==> src/rtl/mul_pkg.sv <==
// Shared types and helpers for the multiplier issue controller.
//   mul_state_e : controller FSM states
//   MUL_SRC_W   : width of the extended operands sent to basemul
//   MUL_RES_W   : width of the basemul product
//   ext33()     : sign/zero-extends a 32-bit operand to MUL_SRC_W bits
package mul_pkg;

  localparam int unsigned MUL_SRC_W = 33;
  localparam int unsigned MUL_RES_W = 64;

  typedef enum logic [2:0] {
    StIdle,
    StIssue,
    StWait,
    StDone,
    StDrain
  } mul_state_e;

  function automatic logic [MUL_SRC_W-1:0] ext33(input logic [31:0] x, input logic signed_en);
    return {signed_en & x[31], x};
  endfunction

endpackage

==> src/rtl/mul_watchdog.sv <==
// Bounded cycle counter used to detect a multiplier that never answers.
//   clk, reset : clock and asynchronous active-high reset
//   clr_i      : restart the count from zero (takes priority over en_i)
//   en_i       : count this cycle
//   expired_o  : high during the TIMEOUT-th enabled cycle since the last clear
module mul_watchdog #(
  parameter int unsigned TIMEOUT = 255
) (
  input  logic clk,
  input  logic reset,
  input  logic clr_i,
  input  logic en_i,
  output logic expired_o
);

  localparam int unsigned CntW = $clog2(TIMEOUT + 1);

  logic [CntW-1:0] cnt_q, cnt_d;
  logic            at_limit;

  assign at_limit  = (cnt_q >= CntW'(TIMEOUT - 1));
  assign expired_o = en_i && at_limit;

  always_comb begin
    cnt_d = cnt_q;
    if (clr_i) begin
      cnt_d = '0;
    end else if (en_i && !at_limit) begin
      cnt_d = cnt_q + 1'b1;
    end
  end

  always_ff @(posedge clk or posedge reset) begin
    if (reset) begin
      cnt_q <= '0;
    end else begin
      cnt_q <= cnt_d;
    end
  end

endmodule

==> src/rtl/mul_issue_ctrl.sv <==
// Request/response controller in front of the iterative multiplier (basemul).
// Accepts one 32-bit multiply request at a time, issues extended operands over
// the in_valid/in_ready handshake, captures the result pulse and returns the
// selected half under valid/ready backpressure.
//   req_*          : request port from execute (valid/ready)
//   mul_in_*, src* : issue port to basemul (valid/ready)
//   mul_out_valid, mul_result : single-cycle result pulse from basemul
//   rsp_*          : response port (valid/ready), data = selected half
//   flush          : cancel the in-flight operation
//   err_timeout, err_spurious : sticky error flags, cleared only by reset
module mul_issue_ctrl
  import mul_pkg::*;
#(
  parameter int unsigned TAG_W   = 4,
  parameter int unsigned TIMEOUT = 255
) (
  input  logic                 clk,
  input  logic                 reset,
  input  logic                 flush,
  input  logic                 req_valid,
  output logic                 req_ready,
  input  logic [31:0]          req_x,
  input  logic [31:0]          req_y,
  input  logic                 req_signed,
  input  logic                 req_high,
  input  logic [TAG_W-1:0]     req_tag,
  output logic                 mul_in_valid,
  input  logic                 mul_in_ready,
  output logic [MUL_SRC_W-1:0] mul_src1,
  output logic [MUL_SRC_W-1:0] mul_src2,
  input  logic                 mul_out_valid,
  input  logic [MUL_RES_W-1:0] mul_result,
  output logic                 rsp_valid,
  input  logic                 rsp_ready,
  output logic [31:0]          rsp_data,
  output logic [MUL_RES_W-1:0] rsp_full,
  output logic [TAG_W-1:0]     rsp_tag,
  output logic                 err_timeout,
  output logic                 err_spurious
);

  mul_state_e state_q, state_d;

  logic [MUL_SRC_W-1:0] src1_q, src1_d;
  logic [MUL_SRC_W-1:0] src2_q, src2_d;
  logic                 high_q, high_d;
  logic [TAG_W-1:0]     tag_q, tag_d;
  logic [MUL_RES_W-1:0] res_q, res_d;
  logic                 err_timeout_q, err_timeout_d;
  logic                 err_spurious_q, err_spurious_d;

  logic accept;
  logic capture;
  logic set_timeout;
  logic wd_clr, wd_en, wd_expired;

  // Counter restarts on the issue handshake, even when it coincides with a
  // flush, so DRAIN gets a full timeout window.
  assign wd_clr = (state_q == StIssue) && mul_in_ready;
  assign wd_en  = (state_q == StWait) || (state_q == StDrain);

  mul_watchdog #(
    .TIMEOUT(TIMEOUT)
  ) u_watchdog (
    .clk      (clk),
    .reset    (reset),
    .clr_i    (wd_clr),
    .en_i     (wd_en),
    .expired_o(wd_expired)
  );

  // State register
  always_ff @(posedge clk or posedge reset) begin
    if (reset) begin
      state_q <= StIdle;
    end else begin
      state_q <= state_d;
    end
  end

  // Next-state logic
  always_comb begin
    state_d     = state_q;
    capture     = 1'b0;
    set_timeout = 1'b0;
    unique case (state_q)
      StIdle: begin
        if (accept) state_d = StIssue;
      end
      StIssue: begin
        // Once in_ready is seen the multiplier owns the operation.
        if (mul_in_ready) begin
          state_d = flush ? StDrain : StWait;
        end else if (flush) begin
          state_d = StIdle;
        end
      end
      StWait: begin
        if (flush) begin
          // A result arriving with the flush already ends the operation.
          state_d = mul_out_valid ? StIdle : StDrain;
        end else if (mul_out_valid) begin
          capture = 1'b1;
          state_d = StDone;
        end else if (wd_expired) begin
          set_timeout = 1'b1;
          state_d     = StIdle;
        end
      end
      StDone: begin
        if (flush) begin
          state_d = StIdle;
        end else if (rsp_ready) begin
          state_d = accept ? StIssue : StIdle;
        end
      end
      StDrain: begin
        if (mul_out_valid) begin
          state_d = StIdle;
        end else if (wd_expired) begin
          set_timeout = 1'b1;
          state_d     = StIdle;
        end
      end
      default: state_d = StIdle;
    endcase
  end

  // Output logic
  always_comb begin
    req_ready    = 1'b0;
    mul_in_valid = 1'b0;
    rsp_valid    = 1'b0;
    unique case (state_q)
      StIdle:  req_ready = 1'b1;
      StIssue: mul_in_valid = 1'b1;
      StDone: begin
        rsp_valid = 1'b1;
        req_ready = rsp_ready && !flush;
      end
      default: ;
    endcase
  end

  assign accept = req_valid && req_ready;

  // Datapath and sticky error next-state
  always_comb begin
    src1_d         = src1_q;
    src2_d         = src2_q;
    high_d         = high_q;
    tag_d          = tag_q;
    res_d          = res_q;
    err_timeout_d  = err_timeout_q || set_timeout;
    err_spurious_d = err_spurious_q;
    if (accept) begin
      src1_d = ext33(req_y, req_signed);
      src2_d = ext33(req_x, req_signed);
      high_d = req_high;
      tag_d  = req_tag;
    end
    if (capture) begin
      res_d = mul_result;
    end
    if (mul_out_valid && !wd_en) begin
      err_spurious_d = 1'b1;
    end
  end

  always_ff @(posedge clk or posedge reset) begin
    if (reset) begin
      src1_q         <= '0;
      src2_q         <= '0;
      high_q         <= 1'b0;
      tag_q          <= '0;
      res_q          <= '0;
      err_timeout_q  <= 1'b0;
      err_spurious_q <= 1'b0;
    end else begin
      src1_q         <= src1_d;
      src2_q         <= src2_d;
      high_q         <= high_d;
      tag_q          <= tag_d;
      res_q          <= res_d;
      err_timeout_q  <= err_timeout_d;
      err_spurious_q <= err_spurious_d;
    end
  end

  assign mul_src1     = src1_q;
  assign mul_src2     = src2_q;
  assign rsp_full     = res_q;
  assign rsp_data     = high_q ? res_q[63:32] : res_q[31:0];
  assign rsp_tag      = tag_q;
  assign err_timeout  = err_timeout_q;
  assign err_spurious = err_spurious_q;

endmodule
==> config.mk <==
export PLATFORM = sky130hd
export DESIGN_NAME = mul_issue_ctrl
export DESIGN_NICKNAME = d
export VERILOG_FILES = /design/src/rtl/mul_pkg.sv /design/src/rtl/mul_watchdog.sv /design/src/rtl/mul_issue_ctrl.sv
export SDC_FILE = /design/constraint.sdc
export NUM_CORES = 1
export LEC_CHECK = 0
export CORE_MARGIN = 4
export CORE_UTILIZATION = 40
export DETAILED_ROUTE_END_ITERATION = 10
export PLACE_DENSITY = 0.79
export SYNTH_ARGS = -nofsm -noshare
export SYNTH_HDL_FRONTEND = slang
export SYNTH_HIERARCHICAL = 1
export SYNTH_SLANG_ARGS = --single-unit
==> constraint.sdc <==
create_clock -name clk -period 9.7 [get_ports clk]
set_input_delay 1.94 -clock clk [delete_from_list [all_inputs] [get_ports clk]]
set_output_delay 1.94 -clock clk [all_outputs]
set_load 0.05 [all_outputs]
# After elaboration in Yosys (flattened, before gate mapping)
# Cells that the tools add are included.
# totals
out_inout_bits	171
input_bits	141
regBits	148
# classes
n_eq_ne	7
n_reduce_logical	14
n_lt_le_gt_ge	1
n_bitwise	2
addsub	1
muxes	26
# op_table
op	n
3-bit two-way mux	11
32-bit two-way mux	1
8-bit two-way mux	2
3-bit case mux with 5 select lines	1
1-bit two-way mux	9
8-bit by 1-bit adder with 8-bit output (second input constant)	1
8-bit >= comparator (second input constant)	1
3-bit by 2-bit == test with 1-bit output (second input constant)	2
1-bit logical AND	6
3-bit inequality test (second input constant)	2
1-bit case mux with 2 select lines	2
3-bit by 1-bit == test with 1-bit output (second input constant)	1
3-bit == test (second input constant)	1
1-bit zero test	3
3-bit zero test	1
3-bit AND reduction	1
1-bit AND	2
1-bit logical OR	2
2-bit inequality test (second input constant)	1
2-bit nonzero test	1

# Depth between registers and ports, before layout
# logic_depth
word_depth	8
mapped_depth	7
ltp_nobuf	7

# Hierarchy
# Netlist, hierarchy kept.
# by_module_without_submodules
mod	cells_each	area_each_um2	n_inst
mul_issue_ctrl	366	6112.1	1
mul_watchdog	46	447.9	1

# Worst setup path before layout
# Ideal clock, no wire load.
# synth_path
path_type	input to output
startpoint	in flush
endpoint	out req_ready
n_path_buf	0
path_slack_ns	4.888
t_arrival_ns	2.872
t_required_ns	7.760
cell_stages	3
path_cell_list	and4b_1 > nor2_1 > nor2_1
# synth_between
elab_chain_len	3
# synth_lines
item	line	rtl
start: declaration	mul_issue_ctrl.sv:19	input logic flush,
1-bit zero test	mul_issue_ctrl.sv:139	req_ready = rsp_ready && !flush;
1-bit logical AND	mul_issue_ctrl.sv:139	
1-bit case mux with 2 select lines	mul_issue_ctrl.sv:134	unique case (state_q)
end: declaration	mul_issue_ctrl.sv:21	output logic req_ready,
# Every way passes these cells.

# Worst setup path in the final report
# Ends and elaborated chain as after synthesis.

==> impl_metrics.ini <==
[die]
initial_core_util = 0.4100
boundaryPins = 312
row_count = 46
die_w_um = 136.1
die_h_um = 136.1
coreArea_um2 = 16000
dieArea_um2 = 18510

[critical_path]
crit_start = flush
r2r-end = mul_src1[31]
slowest_stage = clkdlybuf4s50_1
cp.depth = 5
crit_buf_inv = 2
critPathKind = in2out
crit_path_end_kind = output pin
slowest_delay_ns = 0.81
critPathArrivalTime_ns = 3.75
ff2ff_path_depth = 4
r2r_start = state_q[0]
critical-path-top-delay-family = buffers and inverters
r2r_slack_ns = 6.92
crit_path_end = req_ready
worstPathRequired_ns = 7.76
path_cells = clkdlybuf4s50_1, and4b_1, nor2_1, nor2_1, clkdlybuf4s50_1
cp-start-kind = input pin
critPathMaxFanout = 5

[logic_synthesis]
synthDistinctLibCells = 42
synth_top_cell_area_share = 0.5646
synth_nets = 555
synth_seq_area_share = 0.5646
muxShareOfSynthArea = 0.3302
ys_top_cells_by_area = dfrtp_1, mux2_2, mux2_4
synth_xor_area_frac = 0.001335
synth-simple-area-share = 0.03490
synth_largest_area_cell = dfrtp_1
synth_top_family_by_area = multiplexers
synthAdderAreaFrac = 0.003815
synth-compound-area-share = 0.02613
syn_area_per_cell_um2 = 15.92
synthCells = 412
synth-seq-cells = 148
syn_area_um2 = 6560
yosys_warnings = 6

[worst_hold_path]
hp-start = err_spurious
holdCritPathClass = reg2reg

[clocking]
cts_tree = done
hold_buffers = 0
post-cts-setup-buffers = 0
root_buffer = clkbuf_16
clock-sinks = 148
clk_path_buf_depth = 2
cts_resized = 0
h-tree-depth = 4
clk_latency_ns = 0.41
cts-buffers-inserted = 17
path_clk_slew_ns = 0.06

[cells_and_area]
layout_common_cells = clkdlybuf4s50_1, dfrtp_1, mux2_2
nNetsFinal = 867
mostFrequentLayoutCell = clkdlybuf4s50_1
design_area_um2 = 10360
final_util = 0.6477
syn_to_final_growth_pct = 57.98
layout-drive-gt1-share = 0.2803
finalNonFillerCells = 953

[placement]
dp_cells = 921
gp_congestion = 0.8190
portBuffers = 311
dp_hpwl_um = 14360
place_area_um2 = 9756

[global_routing]
grt_util_all_layers = 0.2017
antenna_found_initial = 2
grt_pass1_vias = 5129
grt_max_degree = 84
gr-total-overflow = 0
grt_first_pass_wirelength_um = 28710

[detailed_routing]
first_pass_iters = 4
wl_um = 18820
viasPerCell = 4.886
vias = 4656
wl_per_cell_um = 19.75
drt_iter0_drc = 147
drc_errors = 0
ant_nets = 0

[sta]
worst_pin_slew_ns = 1.043
setup_viol = 0
tns_ns = 0
skew_ns = 0.006158
drv_slew = 0
relSlewSlack = 0.3050
period_share = 0.5869
period_needed_ns = 5.693
fmaxAchievable_mhz = 175.7
rsz0062_at_grt = no
finalHoldViolations = 0

[power]
leakagePower_nw = 4.514
peakVddDrop_uv = 252.4
finalPower_mw = 4.400
powerDensity_nw_per_um2 = 424.6

[status]
status = finished clean

[job]
maxCapViolations = 0
[worst reg2reg max path, delay by kind of cell (launching register included)]
kind / cells / cell delay, ns
AO/OA/AOI/OAI: 1 / 0.57
buffers and inverters: 1 / 0.76
flip-flops: 1 / 0.61
multiplexers: 1 / 0.41
AND/OR/NAND/NOR: 1 / 0.30
[Yosys cell counts]
library cell,number
buf_2,6
nand4_1,1
o21bai_1,1
mux2_2,99
buf_4,1
o21ba_2,1
ha_1,2
nand2b_1,1
a32o_1,2
buf_6,3
o2111a_2,1
xnor2_1,1
a211oi_1,3
or3b_2,1
mux2i_1,3
a21boi_0,1
nand3_1,3
nor4b_4,1
a41oi_1,1
o31ai_1,2
or4_1,2
inv_1,7
mux2_4,68
a22o_1,1
buf_12,7
and4b_1,1
clkbuf_1,4
a311o_1,1
nand2_2,1
nor3_1,6
buf_1,1
a32oi_1,1
dfrtp_1,148
and2_1,1
and3_1,4
o211a_1,1
nor3b_1,1
nand2_1,5
nor2_1,10
a21oi_1,5
o21ai_0,1
nor2b_1,2
[flip-flops by register name, indices dropped and copies added, names as in the netlist]
| name | count |
|---|---|
| rsp_tag | 4 |
| err_timeout | 1 |
| mul_src2 | 33 |
| rsp_full | 64 |
| state_q | 3 |
| err_spurious | 1 |
| mul_src1 | 33 |
| u_watchdog/cnt_q | 8 |
| high_q | 1 |
[kinds of logic (layout without fill, tap and decap cells)]
logic type,Yosys count,count (layout)
multiplexers,170,170
flip-flops,148,148
AND/OR/NAND/NOR,40,40
buffers and inverters,29,352
AO/OA/AOI/OAI,22,22
adder cells (fa/ha/maj),2,2
XOR/XNOR,1,1
other,0,2
[power by group]
part | switching, mW | internal, mW
sequential | 0.213 | 0.882
clock | 0.241 | 0.433
combinational | 1.60 | 1.03
[final cells by class]
| type | instances | area [um^2] |
|---|---|---|
| fillers | 1185 | 5637 |
| flip-flops and latches | 148 | 3704 |
| repair buffers | 315 | 3143 |
| multi-input cells | 235 | 2608 |
| clock buffers | 20 | 446.7 |
| well taps | 216 | 270.3 |
| clock inverters | 10 | 156.4 |
| inverters | 7 | 31.28 |
| diodes | 2 | 5.005 |
[worst min path at each step]
stage,endpoint,slack [ns],depth (start not counted)
6_report,err_spurious,0.48,1
5_1_grt,mul_src1[28],0.52,1
4_1_cts,err_spurious,0.49,1
3_5_place_dp,err_spurious,0.46,1
3_3_place_gp,err_spurious,0.46,1
2_1_floorplan,u_watchdog/cnt_q[7],0.48,1
[metal layers]
metal  vias to the layer above  track usage  part of all wire
li1                       2099            -                 -
met1                      2325       0.2287              0.37
met2                       199       0.3544              0.53
met3                        33      0.05477             0.067
met4                         0      0.09071             0.032
met5                         -            0                 0
[per-stage QoR]
| step | setup slack [ns] | hold slack, ns |
|---|---|---|
| detailed placement | 4.022 | 0.4597 |
| floorplan | 4.007 | 0.4817 |
| CTS | 4.010 | 0.4908 |
| global route | 3.953 | 0.5200 |
| global placement | 4.022 | 0.4586 |
| finish | 4.007 | 0.4847 |
(Power assumes the default switching activity.)
